**src/rtl/uart_hex_fmt_if.sv**
```systemverilog
// Sequencer-to-UART hex formatter bus: result word in, ASCII byte stream out.
interface uart_hex_fmt_if #(
   parameter int DW    = 8,
   parameter int DEPTH = 4
);
   logic [DW-1:0]          i_data;
   logic                   i_valid;
   logic                   i_tx_busy;
   logic [7:0]             o_tx_data;
   logic                   o_tx_stb;
   logic [$clog2(DEPTH):0] o_level;
   logic                   o_ovf;
   logic                   o_idle;

   modport master (
      output i_data, i_valid, i_tx_busy,
      input  o_tx_data, o_tx_stb, o_level, o_ovf, o_idle
   );

   modport slave (
      input  i_data, i_valid, i_tx_busy,
      output o_tx_data, o_tx_stb, o_level, o_ovf, o_idle
   );
endinterface

```
**src/rtl/uart_hex_fmt.sv**
```systemverilog
// Buffers result words in a small FIFO and streams each one to the UART as
// uppercase ASCII hex (MSB nibble first), optionally followed by CR LF.
module uart_hex_fmt #(
   parameter int DW    = 8,
   parameter int DEPTH = 4,
   parameter int EOL   = 1
) (
   input  logic          clk,
   input  logic          rst_n,
   uart_hex_fmt_if.slave bus
);
   localparam int NCHAR = DW / 4;
   localparam int NTOT  = NCHAR + 2 * EOL;
   localparam int AW    = $clog2(DEPTH);
   localparam int LW    = AW + 1;
   localparam int CW    = $clog2(NTOT + 1);
   localparam logic [CW-1:0] LAST_CHAR = CW'(NTOT - 1);
   localparam logic [CW-1:0] CR_CHAR   = CW'(NCHAR);

   typedef enum logic [1:0] {IDLE, SEND, HOLD, WAIT} state_t;

   logic [DW-1:0] mem_q [DEPTH];
   logic [AW-1:0] wr_ptr_q, wr_ptr_d, rd_ptr_q, rd_ptr_d;
   logic [LW-1:0] count_q, count_d;
   state_t        state_q, state_d;
   logic [DW-1:0] sh_q, sh_d;
   logic [CW-1:0] cnt_q, cnt_d;
   logic [7:0]    tx_data_q, tx_data_d;
   logic          stb_q, stb_d;
   logic          ovf_q, ovf_d;
   logic          idle_q, idle_d;
   logic          full, empty, pop, push;
   logic [7:0]    cur_char;

   function automatic logic [7:0] hex_ascii(input logic [3:0] n);
      return (n < 4'd10) ? 8'h30 + {4'h0, n} : 8'h37 + {4'h0, n};
   endfunction

   // FIFO bookkeeping, character selection and the byte-pacing FSM
   always_comb begin
      full      = (count_q == LW'(DEPTH));
      empty     = (count_q == '0);
      pop       = (state_q == IDLE) && !empty;
      // a pop in the same cycle frees the slot, so a push while full is kept
      push      = bus.i_valid && (!full || pop);
      wr_ptr_d  = wr_ptr_q;
      rd_ptr_d  = rd_ptr_q;
      count_d   = count_q;
      ovf_d     = ovf_q;
      state_d   = state_q;
      sh_d      = sh_q;
      cnt_d     = cnt_q;
      stb_d     = 1'b0;
      tx_data_d = tx_data_q;

      if (push) wr_ptr_d = wr_ptr_q + 1'b1;
      if (pop)  rd_ptr_d = rd_ptr_q + 1'b1;
      unique case ({push, pop})
         2'b10:   count_d = count_q + 1'b1;
         2'b01:   count_d = count_q - 1'b1;
         default: count_d = count_q;
      endcase
      if (bus.i_valid && !push) ovf_d = 1'b1;

      // sh is shifted left after each digit, so the current nibble is always on top
      if (cnt_q < CR_CHAR)       cur_char = hex_ascii(sh_q[DW-1 -: 4]);
      else if (cnt_q == CR_CHAR) cur_char = 8'h0D;
      else                       cur_char = 8'h0A;

      unique case (state_q)
         IDLE: if (pop) begin
            sh_d    = mem_q[rd_ptr_q];
            cnt_d   = '0;
            state_d = SEND;
         end
         SEND: if (!bus.i_tx_busy) begin
            stb_d     = 1'b1;
            tx_data_d = cur_char;
            state_d   = HOLD;
         end
         // UART raises busy a cycle after the strobe; don't trust it here
         HOLD: state_d = WAIT;
         WAIT: if (!bus.i_tx_busy) begin
            if (cnt_q == LAST_CHAR) begin
               state_d = IDLE;
            end else begin
               cnt_d   = cnt_q + 1'b1;
               sh_d    = sh_q << 4;
               state_d = SEND;
            end
         end
         default: state_d = IDLE;
      endcase

      idle_d = (count_d == '0) && (state_d == IDLE);
   end

   // FIFO storage; contents need no reset since pointers gate every read
   always_ff @(posedge clk) begin
      if (push) mem_q[wr_ptr_q] <= bus.i_data;
   end

   // state and registered outputs, synchronous active-low reset
   always_ff @(posedge clk) begin
      if (!rst_n) begin
         wr_ptr_q  <= '0;
         rd_ptr_q  <= '0;
         count_q   <= '0;
         state_q   <= IDLE;
         sh_q      <= '0;
         cnt_q     <= '0;
         tx_data_q <= '0;
         stb_q     <= 1'b0;
         ovf_q     <= 1'b0;
         idle_q    <= 1'b1;
      end else begin
         wr_ptr_q  <= wr_ptr_d;
         rd_ptr_q  <= rd_ptr_d;
         count_q   <= count_d;
         state_q   <= state_d;
         sh_q      <= sh_d;
         cnt_q     <= cnt_d;
         tx_data_q <= tx_data_d;
         stb_q     <= stb_d;
         ovf_q     <= ovf_d;
         idle_q    <= idle_d;
      end
   end

   assign bus.o_tx_data = tx_data_q;
   assign bus.o_tx_stb  = stb_q;
   assign bus.o_level   = count_q;
   assign bus.o_ovf     = ovf_q;
   assign bus.o_idle    = idle_q;
endmodule

```
**src/flat_wrapper.sv**
```systemverilog
// flat-port wrapper written by rule: the top's interface ports become plain ports
module uart_hex_fmt_flat 
#(
   parameter int DW    = 8,
   parameter int DEPTH = 4,
   parameter int EOL   = 1
)
  (clk, rst_n, bus_i_data, bus_i_valid, bus_i_tx_busy, bus_o_tx_data, bus_o_tx_stb, bus_o_level, bus_o_ovf, bus_o_idle);
  uart_hex_fmt_if #(.DW(DW), .DEPTH(DEPTH)) bus_i ();
  input  logic clk;
  input  logic rst_n;
  input wire logic [$bits(bus_i.i_data)-1:0] bus_i_data;
  input wire logic [$bits(bus_i.i_valid)-1:0] bus_i_valid;
  input wire logic [$bits(bus_i.i_tx_busy)-1:0] bus_i_tx_busy;
  output wire logic [$bits(bus_i.o_tx_data)-1:0] bus_o_tx_data;
  output wire logic [$bits(bus_i.o_tx_stb)-1:0] bus_o_tx_stb;
  output wire logic [$bits(bus_i.o_level)-1:0] bus_o_level;
  output wire logic [$bits(bus_i.o_ovf)-1:0] bus_o_ovf;
  output wire logic [$bits(bus_i.o_idle)-1:0] bus_o_idle;
  assign bus_i.i_data = bus_i_data;
  assign bus_i.i_valid = bus_i_valid;
  assign bus_i.i_tx_busy = bus_i_tx_busy;
  assign bus_o_tx_data = bus_i.o_tx_data;
  assign bus_o_tx_stb = bus_i.o_tx_stb;
  assign bus_o_level = bus_i.o_level;
  assign bus_o_ovf = bus_i.o_ovf;
  assign bus_o_idle = bus_i.o_idle;
  uart_hex_fmt #(.DW(DW), .DEPTH(DEPTH), .EOL(EOL)) u_core (.clk(clk), .rst_n(rst_n), .bus(bus_i));
endmodule
```
**config.mk**
```make
export PLATFORM = sky130hd
export DESIGN_NAME = uart_hex_fmt_flat
export DESIGN_NICKNAME = d
export VERILOG_FILES = /design/src/rtl/uart_hex_fmt_if.sv /design/src/rtl/uart_hex_fmt.sv /design/src/flat_wrapper.sv
export SDC_FILE = /design/constraint.sdc
export NUM_CORES = 1
export LEC_CHECK = 0
export CELL_PAD_IN_SITES_DETAIL_PLACEMENT = 2
export CELL_PAD_IN_SITES_GLOBAL_PLACEMENT = 2
export CORE_MARGIN = 2
export CORE_UTILIZATION = 42
export CTS_CLUSTER_DIAMETER = 80
export DETAILED_ROUTE_END_ITERATION = 16
export GPL_ROUTABILITY_DRIVEN = 1
export PLACE_DENSITY = 0.93
export SYNTH_ARGS = -nofsm -noshare
export SYNTH_HDL_FRONTEND = slang
export SYNTH_SLANG_ARGS = --single-unit
```
**constraint.sdc**
```tcl
create_clock -name clk -period 4.01 [get_ports clk]
set_input_delay 0.6015 -clock clk [delete_from_list [all_inputs] [get_ports clk]]
set_output_delay 0.6015 -clock clk [all_outputs]
set_load 0.01 [all_outputs]
```
==> results of run 1 <==
## worst max-delay path, delay by kind of cell, from the launching register on
family,cells,cell delay [ps]
flip-flops,1,500
adder cells (fa/ha/maj),1,430
AND/OR/NAND/NOR,5,1590
AO/OA/AOI/OAI,2,380
## final timing paths
path	slack, ps	from	cells past startpoint	end
worst max register to register	970	u_core.state_q[0]	8	u_core.bus.o_idle
worst min-delay path	460	u_core.bus.o_tx_data[6]	2	u_core.bus.o_tx_data[6]
worst min register to register	460	u_core.bus.o_tx_data[6]	2	u_core.bus.o_tx_data[6]
worst max-delay path	970	u_core.state_q[0]	8	u_core.bus.o_idle
## power groups by stage
| stage | registers (µW) | logic (µW) | clock network [µW] |
|---|---|---|---|
| 5_1_grt | 940 | 704 | 534 |
| 3_3_place_gp | 918 | 604 | 0 |
| 2_1_floorplan | 875 | 509 | 0 |
| 6_report | 922 | 631 | 496 |
| 3_5_place_dp | 934 | 637 | 0 |
| 4_1_cts | 922 | 641 | 507 |
## registers in the layout, indices dropped and copies added (netlist names), named ones only
signal and flops:
u_core.mem_q 32, u_core.bus.o_tx_data 7, u_core.bus.o_ovf 1, u_core.sh_q 8, u_core.wr_ptr_q 2, u_core.cnt_q 3
u_core.bus.o_idle 1, u_core.rd_ptr_q 2, u_core.bus.o_level 3, u_core.state_q 2, u_core.bus.o_tx_stb 1
## through the flow
stage	cells	cell area (µm²)	power [µW]
global placement	318	3072	1522
detailed placement	318	3072	1571
CTS	334	3244	2070
floorplan	231	2821	1384
finish	334	3244	2050
global route	334	3244	2178
## layer usage
| metal | vias up | global-route usage, % | share of wire, % |
|---|---|---|---|
| met5 | - | 0 | 0 |
| met4 | 0 | 8.658 | 1.4 |
| met3 | 11 | 3.850 | 2.6 |
| met2 | 30 | 33.76 | 53 |
| met1 | 935 | 23.88 | 43 |
| li1 | 893 | - | - |
## logic make-up (layout without fill, tap and decap cells)
| logic type | after synthesis | after routing | share of synthesized area [%] |
|---|---|---|---|
| flip-flops | 64 | 64 | 56.76 |
| adder cells (fa/ha/maj) | 9 | 9 | 4.257 |
| AO/OA/AOI/OAI | 51 | 51 | 13.17 |
| XOR/XNOR | 5 | 5 | 1.552 |
| multiplexers | 13 | 13 | 8.160 |
| other | 1 | 1 | 0.1329 |
| AND/OR/NAND/NOR | 62 | 62 | 11.31 |
| buffers and inverters | 26 | 52 | 4.656 |
## Yosys cell counts (2+ instances only)
master,n
buf_6,2
inv_1,12
buf_2,3
nand3_1,6
a31oi_1,5
nor2_1,22
and2_1,5
nand2_1,13
a22oi_1,4
o31ai_1,2
a221oi_2,3
mux4_2,8
dfxtp_1,32
clkbuf_1,5
ha_1,8
xor2_1,2
mux2i_1,5
buf_4,4
edfxtp_1,32
xnor2_1,3
nor3_1,2
or3_1,2
o21ai_0,10
a21oi_1,12
a221oi_1,2
## cell usage in the layout, fill, tap and decap left out, drive strengths merged, types with 2 or more instances in the layout
cell and count:
inv 12, nand2 13, a31oi 6, a221oi 5, clkinv 6, o21ai 10
clkdlybuf4s50 24, dfxtp 32, mux2i 5, xnor2 3, nand3 6, and2 6
a22oi 4, mux4 8, xor2 2, or3 3, nor3 2, ha 8
a21oi 13, o31ai 2, edfxtp 32, clkbuf 9, nor2 22
## final cells by class
class	count	share of cell area (%)
flip-flops and latches	64	49.36
multi-input cells	141	33.55
repair buffers	24	7.405
clock buffers	9	3.818
well taps	77	2.970
clock inverters	7	1.504
inverters	12	1.388
==> reports/qor.txt, run 1 <==
Starting Density = 43.93%
Routed Antenna Nets = 0
Post-synth EDFFs = 32
Cell area after synthesis = 2821 µm²
TritonCTS Buffers = 9
Min cycle time layout = 3037 ps
Status = completed
Yosys cell types = 52
Clock network fraction of total power = 24.2%
Layout Nets = 273
Largest net degree at the start of global routing = 26
Mapped Cells = 231
Crit path max fanout = 17
GRT Util Overall = 19.64%
Setup-failing EPs final = 0
Share of layout cells above drive strength 1 = 13.23%
Logic pwr share = 30.8%
Initial DRC Count = 72
# DRC = 0
DR pass1 iterations = 4
Final Cycle Share = 75.74%
Worst Setup Slack post-DPL = 1026 ps
Mapped Nets = 252
Area occupied by registers = 1602 µm²
Setup_tns = 0 ps
Part of the power in registers = 45.0%
Total core area = 6422 µm²
Detailed Route WL = 6.504 mm
Critical-path top delay cell = nor2_1
Port buffer count = 24
CTS Hold Bufs = 0
Synth Register Bits = 64
CP required = 4220 ps
Max-slew violations = 0
Final hold vios = 0
Initial antenna violation count = 0
Clk pin slew, worst setup/hold paths = 80 ps
First-pass GRT wire length = 10.83 mm
Clock buffer depth = 2
Row Count = 29
Dominant cell type by area after synthesis = edfxtp_1
Drt wl/cell = 19.47 µm
Mean Syn Cell Area = 12.21 µm²
Fill cells = 621
Worst hold margin = 456.1 ps
Full die area = 7389 µm²
Final GP Congestion = 0.7641
Min-Delay Path Class = flip-flop to flip-flop
Diode count = 0
Die X = 85.96 µm
Maxcap violations = 0
Finished Core Util = 50.52%
H-Tree Depth = 3
Most used DFF post-synth = edfxtp_1
Worst Path Arrival = 3250 ps
Vias in the first global route = 2018
Vias = 1869
Crit path largest cell delay = 530 ps
Post-CTS Resized = 0
Ports = 26
Clock root cell = clkbuf_8
HPWL after DPL = 4.550 mm
Clk_skew = 9.483 ps
Final WS setup = 972.8 ps
Switch Pwr = 727.8 µW
Crit start category = flip-flop
Critical Path, Cell by Cell = nor2_1 > and2_0 > nand2_1 > fa_1 > nor4b_1 > nor2_1 > a221oi_2 > a211oi_1
Skew-Pair Late Insertion Delay = 340 ps
Yosys Warn Count = 0
Pwr/cell area = 631.9 nW/µm²
Max frequency = 329.2 MHz
Fraction of registers with async set/reset = 0%
Die Height = 85.96 µm
Multi-input gate area = 1089 µm²
Unrepaired setup endpoints after global routing = false
Area Overhead vs Synth = 14.99%
Vias/cell = 5.596
TritonCTS clock tree = done
Area share of the leading cell type in the synthesized netlist = 34.06%
Sw Share = 35.50%
Area contributors post-synth = edfxtp_1 (34%), dfxtp_1 (23%), mux4_2 (6.4%), ha_1 (3.5%), nor2_1 (2.9%)
Internal power = 1322 µW
Worst vdd ir = 0.2654 mV
Worst Setup End Kind = flip-flop
LEAKAGE = 0.001139 µW
Sequential element share of the synthesized area = 56.76%
Crit path top cell by count = nor2_1
CTS sink cnt = 64
WS Path Type = flip-flop to flip-flop
Slew @ Worst Pin = 839.2 ps
Total congestion overflow = 0
Max-slew headroom = 43.99%
Post-CTS setup buffers = 0
(Power assumes the default switching activity.)
==> inputs of run 2 (changes only) <==
Settings changed: CORE_UTILIZATION 42 to 39, PLACE_DENSITY 0.93 to 0.88.
Clock period 4.01 ns to 3 ns, I/O delays scaled along.
==> run 2 against run 1 <==
Clock-buffer cell count stayed put. Sequential cell count unchanged. Die area increased by 7.3%. Critical endpoint unchanged. Via count up 1.1%. Critical path depth did not move. Sequential share of layout area is 1.8 points lower. Worst setup slack got worse by 380 ps. Largest power group unchanged.
==> reports/qor.txt, run 2 (synthesis gave the netlist of run 1 again) <==
Initial DRC Count = 66
Drt wl/cell = 18.21 µm
Clk_skew = 8.450 ps
Inst Count DP = 343
Layout Nets = 276
Row Count = 31
R2r setup slk = 590 ps
Detailed Route WL = 6.537 mm
Skew-Pair Late Insertion Delay = 350 ps
Area Overhead vs Synth = 19.25%
Post-CTS setup buffers = 0
Initial antenna violation count = 0
Setup-failing EPs final = 0
WS Path Type = flip-flop to flip-flop
Max frequency = 415.2 MHz
Final GP Congestion = 0.8493
CTS sink cnt = 64
Crit path largest cell delay = 540 ps
Maxcap violations = 0
Worst r2r src = u_core.bus.o_level[0]
Vias in the first global route = 2031
CP required = 3220 ps
Max-slew headroom = 41.57%
Crit path max fanout = 11
Finished Layout Cells = 359
Ports = 26
Vias = 1890
Status = completed
CP Buf/Inv Count = 0
Hold path depth = 2
Port buffer count = 24
Critical-path top delay cell = dfxtp_1
Max-slew violations = 0
Finished Core Util = 47.14%
Hold Path Origin = u_core.bus.o_tx_data[6]
Final Cycle Share = 80.28%
Post-CTS Resized = 0
Min-Delay Path Class = flip-flop to flip-flop
R2R cell count = 8
Pwr/cell area = 894.8 nW/µm²
Total congestion overflow = 0
TritonCTS Buffers = 9
WHS Endpoint = u_core.bus.o_tx_data[6]
Die X = 89.06 µm
Clk pin slew, worst setup/hold paths = 80 ps
First-pass GRT wire length = 10.76 mm
Worst Setup End Kind = flip-flop
Clock buffer depth = 2
Setup_tns = 0 ps
Crit start category = flip-flop
Commonest cells after routing, fill and taps aside = dfxtp_1 (32), edfxtp_1 (32), clkdlybuf4s50_1 (24), nor2_1 (22), nand2_1 (13)
Reg2Reg Capture Point = u_core.bus.o_idle
Largest Register = u_core.mem_q
Diode count = 0
GRT Util Overall = 18.38%
CTS Hold Bufs = 0
Final hold vios = 0
Die Height = 89.06 µm
Full die area = 7931 µm²
Share of layout cells above drive strength 1 = 14.23%
Max reg flops = 32
Total core area = 7137 µm²
CP delay by family, top = simple AND/OR/NAND/NOR gates
Slew @ Worst Pin = 875.4 ps
Unrepaired setup endpoints after global routing = false
LEAKAGE = 0.001181 µW
HPWL after DPL = 4.416 mm
Clock root cell = clkbuf_8
Worst Path Arrival = 2620 ps
Min cycle time layout = 2408 ps
Worst vdd ir = 0.3106 mV
Critical Path, Cell by Cell = or3_4 > and2_0 > nand2_1 > fa_1 > nor4b_1 > nor2_1 > a221oi_2 > a211oi_1
Vias/cell = 5.265
TritonCTS clock tree = done
H-Tree Depth = 3
# DRC = 0
Starting Density = 39.53%
DR pass1 iterations = 5
Largest net degree at the start of global routing = 26
Routed Antenna Nets = 0
## run 2: cell count changes in the layout (fill, tap and decap cells not counted), sizes merged
cell	before	now
clkinv	6	1
buf	0	3
bufinv	0	3
clkinvlp	1	2
inv	12	13
## run 2: how the worst max path moves through the flow
| stage | cells after the start | startpoint | slack (ps) | to |
|---|---|---|---|---|
| finish | 8 | u_core.bus.o_level[0] | 590 | u_core.bus.o_idle |
| floorplan | 9 | u_core.state_q[0] | 670 | u_core.bus.o_idle |
| CTS | 8 | u_core.bus.o_level[0] | 570 | u_core.bus.o_idle |
| global route | 8 | u_core.bus.o_level[0] | 370 | u_core.bus.o_idle |
| global placement | 8 | bus_i_valid | 650 | u_core.bus.o_idle |
| detailed placement | 4 | bus_i_valid | 510 | u_core.mem_q[0][6] |
## run 2: area by class of cell
type	count	area, µm²
fillers	725	3772
flip-flops and latches	64	1602
multi-input cells	141	1089
repair buffers	27	262.8
clock buffers	9	123.9
well taps	99	123.9
clock inverters	7	118.9
inverters	12	45.04
## run 2: stage by stage
step           total power (µW)  cell area [µm²]  setup WS [ps]  hold slack [ps]
6_report                   3010             3364          591.7            464.5
5_1_grt                    3195             3364          367.4            481.2
4_1_cts                    3038             3364          570.8            467.3
3_5_place_dp               2107             3122          509.4            455.7
3_3_place_gp               2061             3122          653.8            439.4
2_1_floorplan              1850             2821          670.0            472.5
## run 2: per-layer routing
| layer | share of wire, % | wire (µm) | GRT usage, % |
|---|---|---|---|
| met5 | 0 | 0 | 0 |
| met4 | 1.1 | 75 | 5.699 |
| met3 | 3.0 | 193 | 4.617 |
| met2 | 50 | 3261 | 31.00 |
| met1 | 46 | 3006 | 23.38 |
## run 2: tightest hold or removal path: stages (launching register included)
cell,delay (ps)
dfxtp_1,320
nand2_1,50
a21oi_1,50
## run 2: power breakdown
group | internal (µW) | total (µW) | switching (µW) | leakage, µW
clock network | 553 | 923 | 370 | 0.000116
logic | 421 | 863 | 441 | 0.000509
registers | 1070 | 1220 | 158 | 0.000556
